`config.mk`:
```
export PLATFORM = sky130hd
export DESIGN_NAME = uart_rx
export DESIGN_NICKNAME = d
export VERILOG_FILES = /design/src/rtl/uart_rx.sv
export SDC_FILE = /design/constraint.sdc
export NUM_CORES = 1
export LEC_CHECK = 0
export ABC_AREA = 1
export ABC_CLOCK_PERIOD_IN_PS = 3500
export CORE_MARGIN = 2
export CORE_UTILIZATION = 45
export DETAILED_ROUTE_END_ITERATION = 8
export SETUP_SLACK_MARGIN = 0.2
export SLEW_MARGIN = 15
export SYNTH_ARGS = -nofsm -noshare
export SYNTH_HDL_FRONTEND = slang
export SYNTH_SLANG_ARGS = --single-unit
```
`constraint.sdc`:
```
create_clock -name CLK -period 3.5 [get_ports CLK]
set_input_delay 0.7 -clock CLK [delete_from_list [all_inputs] [get_ports CLK]]
set_output_delay 0.7 -clock CLK [all_outputs]
set_load 0.02 [all_outputs]
```
`src/rtl/uart_rx.sv`:
```
// 8N1 UART receiver with mid-bit sampling and framing-error detection.
// Define UART_RX_PARITY_EN to expect an even-parity bit after data bit 7.
module uart_rx #(
  parameter int unsigned CLKS_PER_BIT = 16,
  parameter int unsigned CNT_W        = 16
) (
  input  logic       CLK,
  input  logic       RST_N,
  input  logic       signal_i,
  output logic [7:0] data_o,
  output logic       valid_o,
  output logic       busy_o,
  output logic       frame_err_o,
  output logic       parity_err_o
);

  typedef enum logic [2:0] {
    StIdle,
    StStart,
    StData,
`ifdef UART_RX_PARITY_EN
    StParity,
`endif
    StStop,
    StBreak
  } state_e;

  localparam logic [CNT_W-1:0] HalfLast = CNT_W'(CLKS_PER_BIT / 2 - 1);
  localparam logic [CNT_W-1:0] BitLast  = CNT_W'(CLKS_PER_BIT - 1);

  state_e           state_q, state_d;
  logic             rx_meta_q, rx_s_q;
  logic [CNT_W-1:0] cnt_q, cnt_d;
  logic [2:0]       idx_q, idx_d;
  logic [7:0]       shift_q, shift_d;
  logic [7:0]       data_q, data_d;
  logic             valid_q, valid_d;
  logic             ferr_q, ferr_d;
`ifdef UART_RX_PARITY_EN
  logic             perr_q, perr_d;
  logic             par_bad_q, par_bad_d;
`endif

  always_comb begin
    state_d = state_q;
    cnt_d   = cnt_q + CNT_W'(1);
    idx_d   = idx_q;
    shift_d = shift_q;
    data_d  = data_q;
    valid_d = 1'b0;
    ferr_d  = 1'b0;
`ifdef UART_RX_PARITY_EN
    perr_d    = 1'b0;
    par_bad_d = par_bad_q;
`endif
    unique case (state_q)
      StIdle: begin
        cnt_d = '0;
        if (!rx_s_q) state_d = StStart;
      end
      StStart: begin
        if (cnt_q == HalfLast) begin
          cnt_d   = '0;
          idx_d   = '0;
          // A start bit that is high again at mid-bit was only a glitch.
          state_d = rx_s_q ? StIdle : StData;
        end
      end
      StData: begin
        if (cnt_q == BitLast) begin
          cnt_d          = '0;
          shift_d[idx_q] = rx_s_q;
          idx_d          = idx_q + 3'd1;
          if (idx_q == 3'd7) begin
`ifdef UART_RX_PARITY_EN
            state_d = StParity;
`else
            state_d = StStop;
`endif
          end
        end
      end
`ifdef UART_RX_PARITY_EN
      StParity: begin
        if (cnt_q == BitLast) begin
          cnt_d     = '0;
          par_bad_d = rx_s_q != ^shift_q;
          state_d   = StStop;
        end
      end
`endif
      StStop: begin
        if (cnt_q == BitLast) begin
          cnt_d = '0;
          if (rx_s_q) begin
            state_d = StIdle;
`ifdef UART_RX_PARITY_EN
            if (par_bad_q) begin
              perr_d = 1'b1;
            end else begin
              valid_d = 1'b1;
              data_d  = shift_q;
            end
`else
            valid_d = 1'b1;
            data_d  = shift_q;
`endif
          end else begin
            ferr_d  = 1'b1;
            state_d = StBreak;
          end
        end
      end
      StBreak: begin
        cnt_d = '0;
        if (rx_s_q) state_d = StIdle;
      end
      default: begin
        state_d = StIdle;
        cnt_d   = '0;
      end
    endcase
  end

  always_ff @(posedge CLK) begin
    if (!RST_N) begin
      rx_meta_q <= 1'b1;
      rx_s_q    <= 1'b1;
      state_q   <= StIdle;
      cnt_q     <= '0;
      idx_q     <= '0;
      shift_q   <= '0;
      data_q    <= '0;
      valid_q   <= 1'b0;
      ferr_q    <= 1'b0;
`ifdef UART_RX_PARITY_EN
      perr_q    <= 1'b0;
      par_bad_q <= 1'b0;
`endif
    end else begin
      rx_meta_q <= signal_i;
      rx_s_q    <= rx_meta_q;
      state_q   <= state_d;
      cnt_q     <= cnt_d;
      idx_q     <= idx_d;
      shift_q   <= shift_d;
      data_q    <= data_d;
      valid_q   <= valid_d;
      ferr_q    <= ferr_d;
`ifdef UART_RX_PARITY_EN
      perr_q    <= perr_d;
      par_bad_q <= par_bad_d;
`endif
    end
  end

  assign data_o      = data_q;
  assign valid_o     = valid_q;
  assign frame_err_o = ferr_q;
  assign busy_o      = (state_q != StIdle);
`ifdef UART_RX_PARITY_EN
  assign parity_err_o = perr_q;
`else
  assign parity_err_o = 1'b0;
`endif

endmodule

```
==> flow_summary_export.csv, run 1 <==
group,metric,value,unit
yosys,ys_async_sr_fraction,0,%
worst_hold_path,hold_start,"rx_meta_q",
yosys,synth-xor-area-share,2.20,%
clocking,clock_path_buffers,2,
floorplanning,rows,24,
pwr,ir_drop,0.382,mV
global_route,antenna_found_initial,0,
clocking,numCtsBuffers,5,
finish,fin_util,52.7,%
clocking,cts_tree,"yes",
routing,ant_nets,0,
clocking,htreeDepth,2,
critical_path,cp.arrival,1520,ps
global_route,grt_pass1_wl,6720,µm
sta,rsz0062_at_grt,"false",
critical_path,critical_path_class,"reg -> out",
yosys,synthFlopType,"dfxtp_1",
sta,period_share,63.6,%
critical_path,r2r-start,"cnt_q[0]",
clocking,clock_latency,300,ps
floorplanning,core_area,4290,µm²
critical_path,worstSetupStartpoint,"state_q[2]",
routing,drc,0,
routing,viasPerCell,4.84,
critical_path,worstPathMaxFanout,6,
routing,drt-wirelength-per-cell,10.6,µm
critical_path,rr_worst_depth,6,
sta,finalClockSkew,9.36,ps
floorplanning,boundaryPins,15,
placed_design,pre_cts_ws,1050,ps
yosys,syn-instance-count,280,
routing,drt-initial-drc-count,81,
global_route,grt-ovfl-total,0,
finish,fillers,441,
pwr,static-leakage-power,0.863,nW
clocking,clock-sinks,42,
critical_path,cp-start-kind,"flop",
worst_hold_path,hp-class,"reg -> reg",
global_route,grt_max_degree,20,
finish,final_cell_mix,"61 x nor2_1, 52 x nand2_1, 42 x dfxtp_1",
finish,diodes,0,
placed_design,place_area,2150,µm²
yosys,synth-seq-area-share,42.3,%
finish,drive_above_1_share,8.75,%
critical_path,cp.required,2800,ps
placed_design,hpwl,2700,µm
yosys,syn_avg_cell_area,7.10,µm²
sta,whs,423,ps
finish,final_area,2260,µm²
critical_path,max_stage_delay,600,ps
critical_path,crit_path_end_kind,"primary output",
yosys,synth-edff-count,0,
global_route,track_usage,17.0,%
floorplanning,die_w,70.5,µm
finish,final_common_cell,"nor2_1",
clocking,cts_root_buf,"clkbuf_8",
floorplanning,dieHeight,70.5,µm
sta,hold_viol,0,
critical_path,crit_chain,"inv_1, nand2_1, clkdlybuf4s50_1",
yosys,ys_types,27,
sta,finalSetupViolations,0,
pwr,power_density,551,nW/µm²
yosys,synthesis.area,1990,µm²
clocking,cts-resized-gates,0,
yosys,syn-num-nets,286,
sta,period_needed,2220,ps
placed_design,portBuffers,13,
clocking,cts_hold_buf,0,
sta,clock.fmax,449,MHz
clocking,cts_setup_buffers,0,
sta,worst_slack,1280,ps
yosys,synth_top_family_by_area,"simple AND/OR/NAND/NOR gates",
yosys,synth.area.mux_share,0,%
routing,vias,1689,
yosys,synthAdderAreaFrac,1.89,%
sta,drv_slew,0,
critical_path,slowest_stage,"clkdlybuf4s50_1",
routing,routed_wl,3710,µm
global_route,grt_pass1_vias,1520,
yosys,synth_warnings,0,
finish,final_nets,302,
floorplanning,start_util,46.3,%
yosys,yosys.area_share.simple,37.2,%
yosys,synth_compound_area_share,8.06,%
placed_design,routabilityCongestion,0.873,
outcome,status,"complete, no violations",
clocking,clkTransAtPathRegs,80,ps
flow_run,drv_cap,0,
floorplanning,dieArea,4960,µm²
routing,first_pass_iters,4,
yosys,synth_seq_cells,42,
finish,areaGrowthSynthToFinish,13.9,%
sta,setup-tns-final,0,ps
worst_hold_path,whs_path_depth,1,
==> metal layers <==
metal | track usage, % | vias to the layer above | share of wire [%]
li1 | - | 915 | -
met1 | 23.9 | 741 | 54
met2 | 24.5 | 28 | 40
met3 | 5.19 | 5 | 4.3
met4 | 5.77 | 0 | 1.4
met5 | 0 | - | 0
==> sequential cells by signal, indices dropped and copies added, names as in the netlist <==
| name | count |
|---|---|
| state_q | 3 |
| rx_meta_q | 1 |
| rx_s_q | 1 |
| frame_err_o | 1 |
| data_o | 8 |
| cnt_q | 16 |
| idx_q | 3 |
| valid_o | 1 |
| shift_q | 8 |
==> cells by family after synthesis <==
logic type | count (synthesis)
AOI/OAI and AO/OA | 31
other | 1
xor gates and xnor gates | 5
DFF | 42
adders and majority gates | 3
buffers and inverters | 38
and+or+nand+nor | 160
==> where the power goes <==
group | internal, mW | leakage, nW | switching (mW)
combinational | 0.111 | 0.472 | 0.211
sequential | 0.509 | 0.340 | 0.0343
clock | 0.213 | 0.0514 | 0.167
total | 0.833 | 0.863 | 0.413
==> path summary, 6_finish.rpt <==
kind | endpoint | slack, ps
max reg2reg | data_o[6] | 1830
min reg2reg | rx_s_q | 420
min | rx_s_q | 420
max | busy_o | 1280
==> critical path: cells and delay by family (launching register included) <==
| kind | cells | cell delay (ps) |
|---|---|---|
| DFF | 1 | 410 |
| and+or+nand+nor | 1 | 90 |
| buffers and inverters | 2 | 730 |
==> through the flow <==
| step | total power [mW] | cells |
|---|---|---|
| floorplan | 0.809 | 280 |
| global placement | 0.878 | 341 |
| detailed placement | 0.878 | 341 |
| CTS | 1.26 | 349 |
| global route | 1.34 | 349 |
| finish | 1.25 | 349 |
==> synthesized netlist by cell type (3+ instances only) <==
cell type,number,area share (%)
a21oi_1,13,3.3
buf_4,3,1.1
dfxtp_1,42,42
ha_1,3,1.9
inv_1,31,5.9
nand2_1,52,9.8
nand2_2,4,1.3
nand3_1,17,4.3
nand3_2,4,2.0
nor2_1,61,12
nor2_4,3,1.7
nor3_1,5,1.3
nor3b_1,4,1.5
nor4_1,3,0.94
o21ai_0,16,4.0
xor2_1,5,2.2
==> cell type report <==
| type | instances | area [µm²] | area share (%) |
|---|---|---|---|
| well taps | 52 | 65.1 | 2.88 |
| multi-input cells | 200 | 985 | 43.5 |
| clock buffers | 6 | 72.6 | 3.21 |
| clock inverters | 2 | 37.5 | 1.66 |
| flip-flops and latches | 42 | 841 | 37.2 |
| repair buffers | 14 | 138 | 6.08 |
| inverters | 33 | 124 | 5.48 |
No activity file was read; power rests on OpenSTA's default activity.
==> run 2, diff against run 1 <==
- ABC_CLOCK_PERIOD_IN_PS: 3500 -> 2160
- clock period: 3.5 -> 2.16 ns (I/O delays scaled with it)
==> run 2 against run 1 <==
Compared with the run above: sequential power up 63%; via count shrank 1.3%; die area unchanged; first-iteration DRC count decreased by 12%; combinational power grew 60%; design area increased by 1.7%; critical path type unchanged; largest cell class unchanged; largest power group unchanged; highest routed layer unchanged.
==> flow_summary_export.csv, run 2 (synthesis results as in run 1) <==
group,metric,value,unit
sta,finalClockSkew,12.2,ps
floorplanning,die_w,70.5,µm
clocking,numCtsBuffers,5,
outcome,status,"complete, no violations",
routing,routed_wl,3790,µm
global_route,grt_pass1_vias,1501,
clocking,clock_latency,300,ps
routing,ant_nets,0,
floorplanning,start_util,46.3,%
pwr,static-leakage-power,0.890,nW
finish,final_nets,303,
placed_design,hpwl,2750,µm
routing,drt-initial-drc-count,71,
finish,area.sequential,841,µm²
sta,period_share,79.1,%
sta,setup-tns-final,0,ps
clocking,cts_root_buf,"clkbuf_8",
clocking,cts_tree,"yes",
placed_design,portBuffers,13,
worst_hold_path,hp-class,"reg -> reg",
clocking,cts_setup_buffers,0,
floorplanning,dieHeight,70.5,µm
critical_path,crit_chain,"nor2_1, nand2_1, dlygate4sd2_1",
global_route,track_usage,16.9,%
pwr,ir_drop,0.530,mV
finish,fin_util,53.6,%
critical_path,worstPathMaxFanout,4,
placed_design,routabilityCongestion,0.819,
clocking,clock_path_buffers,2,
finish,final_area,2300,µm²
sta,clock.fmax,586,MHz
finish,instances_no_fill,350,
finish,drive_above_1_share,9.40,%
finish,diodes,0,
routing,drt-wirelength-per-cell,10.8,µm
critical_path,worst-r2r-setup-slack,490,ps
critical_path,critical_path_class,"reg -> out",
placed_design,place_area,2160,µm²
floorplanning,rows,24,
sta,period_needed,1710,ps
floorplanning,core_area,4290,µm²
routing,drc,0,
flow_run,drv_cap,0,
routing,first_pass_iters,4,
global_route,grt_pass1_wl,6750,µm
critical_path,max_stage_delay,340,ps
sta,whs,415,ps
sta,rsz0062_at_grt,"false",
routing,viasPerCell,4.76,
global_route,grt-ovfl-total,0,
finish,fillers,452,
critical_path,cp-start-kind,"flop",
sta,finalSetupViolations,0,
critical_path,cp.arrival,1280,ps
placed_design,dp.cells,342,
clocking,clkTransAtPathRegs,80,ps
sta,hold_viol,0,
floorplanning,boundaryPins,15,
clocking,htreeDepth,2,
critical_path,crit_path_end_kind,"primary output",
critical_path,slowest_stage,"dfxtp_1",
finish,final_common_cell,"nor2_1",
finish,areaGrowthSynthToFinish,15.8,%
clocking,clock-sinks,42,
critical_path,cp_num_buf_inv,1,
finish,multiInputGateArea,985,µm²
finish,final_cell_mix,"61 x nor2_1, 52 x nand2_1, 42 x dfxtp_1",
finish,regMostFlops,"cnt_q",
floorplanning,dieArea,4960,µm²
global_route,antenna_found_initial,0,
routing,vias,1667,
sta,drv_slew,0,
global_route,grt_max_degree,19,
critical_path,crit_family,"flip-flops",
finish,largest_reg_flops,16,
critical_path,cp.required,1730,ps
pwr,power_density,942,nW/µm²
## run 2: cell count changes in the layout (fill, tap and decap cells not counted), sizes merged
cell / delta
bufinv: +1
buf: +1
dlygate4sd2: +1
clkinvlp: -1
clkdlybuf4s50: -1
## run 2: through the flow
| step | worst slack, ps | total power [mW] |
|---|---|---|
| floorplan | 715 | 1.31 |
| global placement | 376 | 1.43 |
| detailed placement | 339 | 1.43 |
| CTS | 450 | 2.19 |
| global route | 309 | 2.32 |
| finish | 452 | 2.17 |
## run 2: timing repair
action | 4_1_cts | 5_1_grt
hold buffers | 0 | 0
hold endpoints to repair | 0 | 0
endpoints found under the setup margin | 1 | 0
gates resized for setup | 1 | 0
## run 2: layout make-up
cell class,instances,area share (%)
Tap cell,52,2.83
Timing Repair Buffer,15,6.25
Sequential cell,42,36.5
Inverter,33,5.38
Clock inverter,2,2.61
Multi-Input combinational cell,200,42.8
Clock buffer,6,3.59
## run 2: worst register-to-register path, delay by kind of cell, from the launching register on
| kind | cells | cell delay, ps |
|---|---|---|
| adders and majority gates | 1 | 240 |
| and+or+nand+nor | 3 | 630 |
| DFF | 1 | 350 |
| AOI/OAI and AO/OA | 2 | 360 |
## run 2: routing by layer
metal	global-route usage (%)	vias up	part of all wire (%)
li1	-	921	-
met2	25.6	23	41
met5	0	-	0
met4	6.41	0	1.7
met1	23.1	717	54
met3	4.33	6	3.6
## run 2: path summary, 6_finish.rpt
check / to / cells past startpoint / start
max: busy_o / 3 / state_q[1]
min: rx_s_q / 1 / rx_meta_q
max reg2reg: data_o[6] / 6 / cnt_q[0]
min reg2reg: rx_s_q / 1 / rx_meta_q
## run 2: power breakdown
part	internal (mW)	switching (mW)	leakage, nW
clock network	0.493	0.275	0.0714
registers	0.825	0.0593	0.340
logic	0.169	0.346	0.479
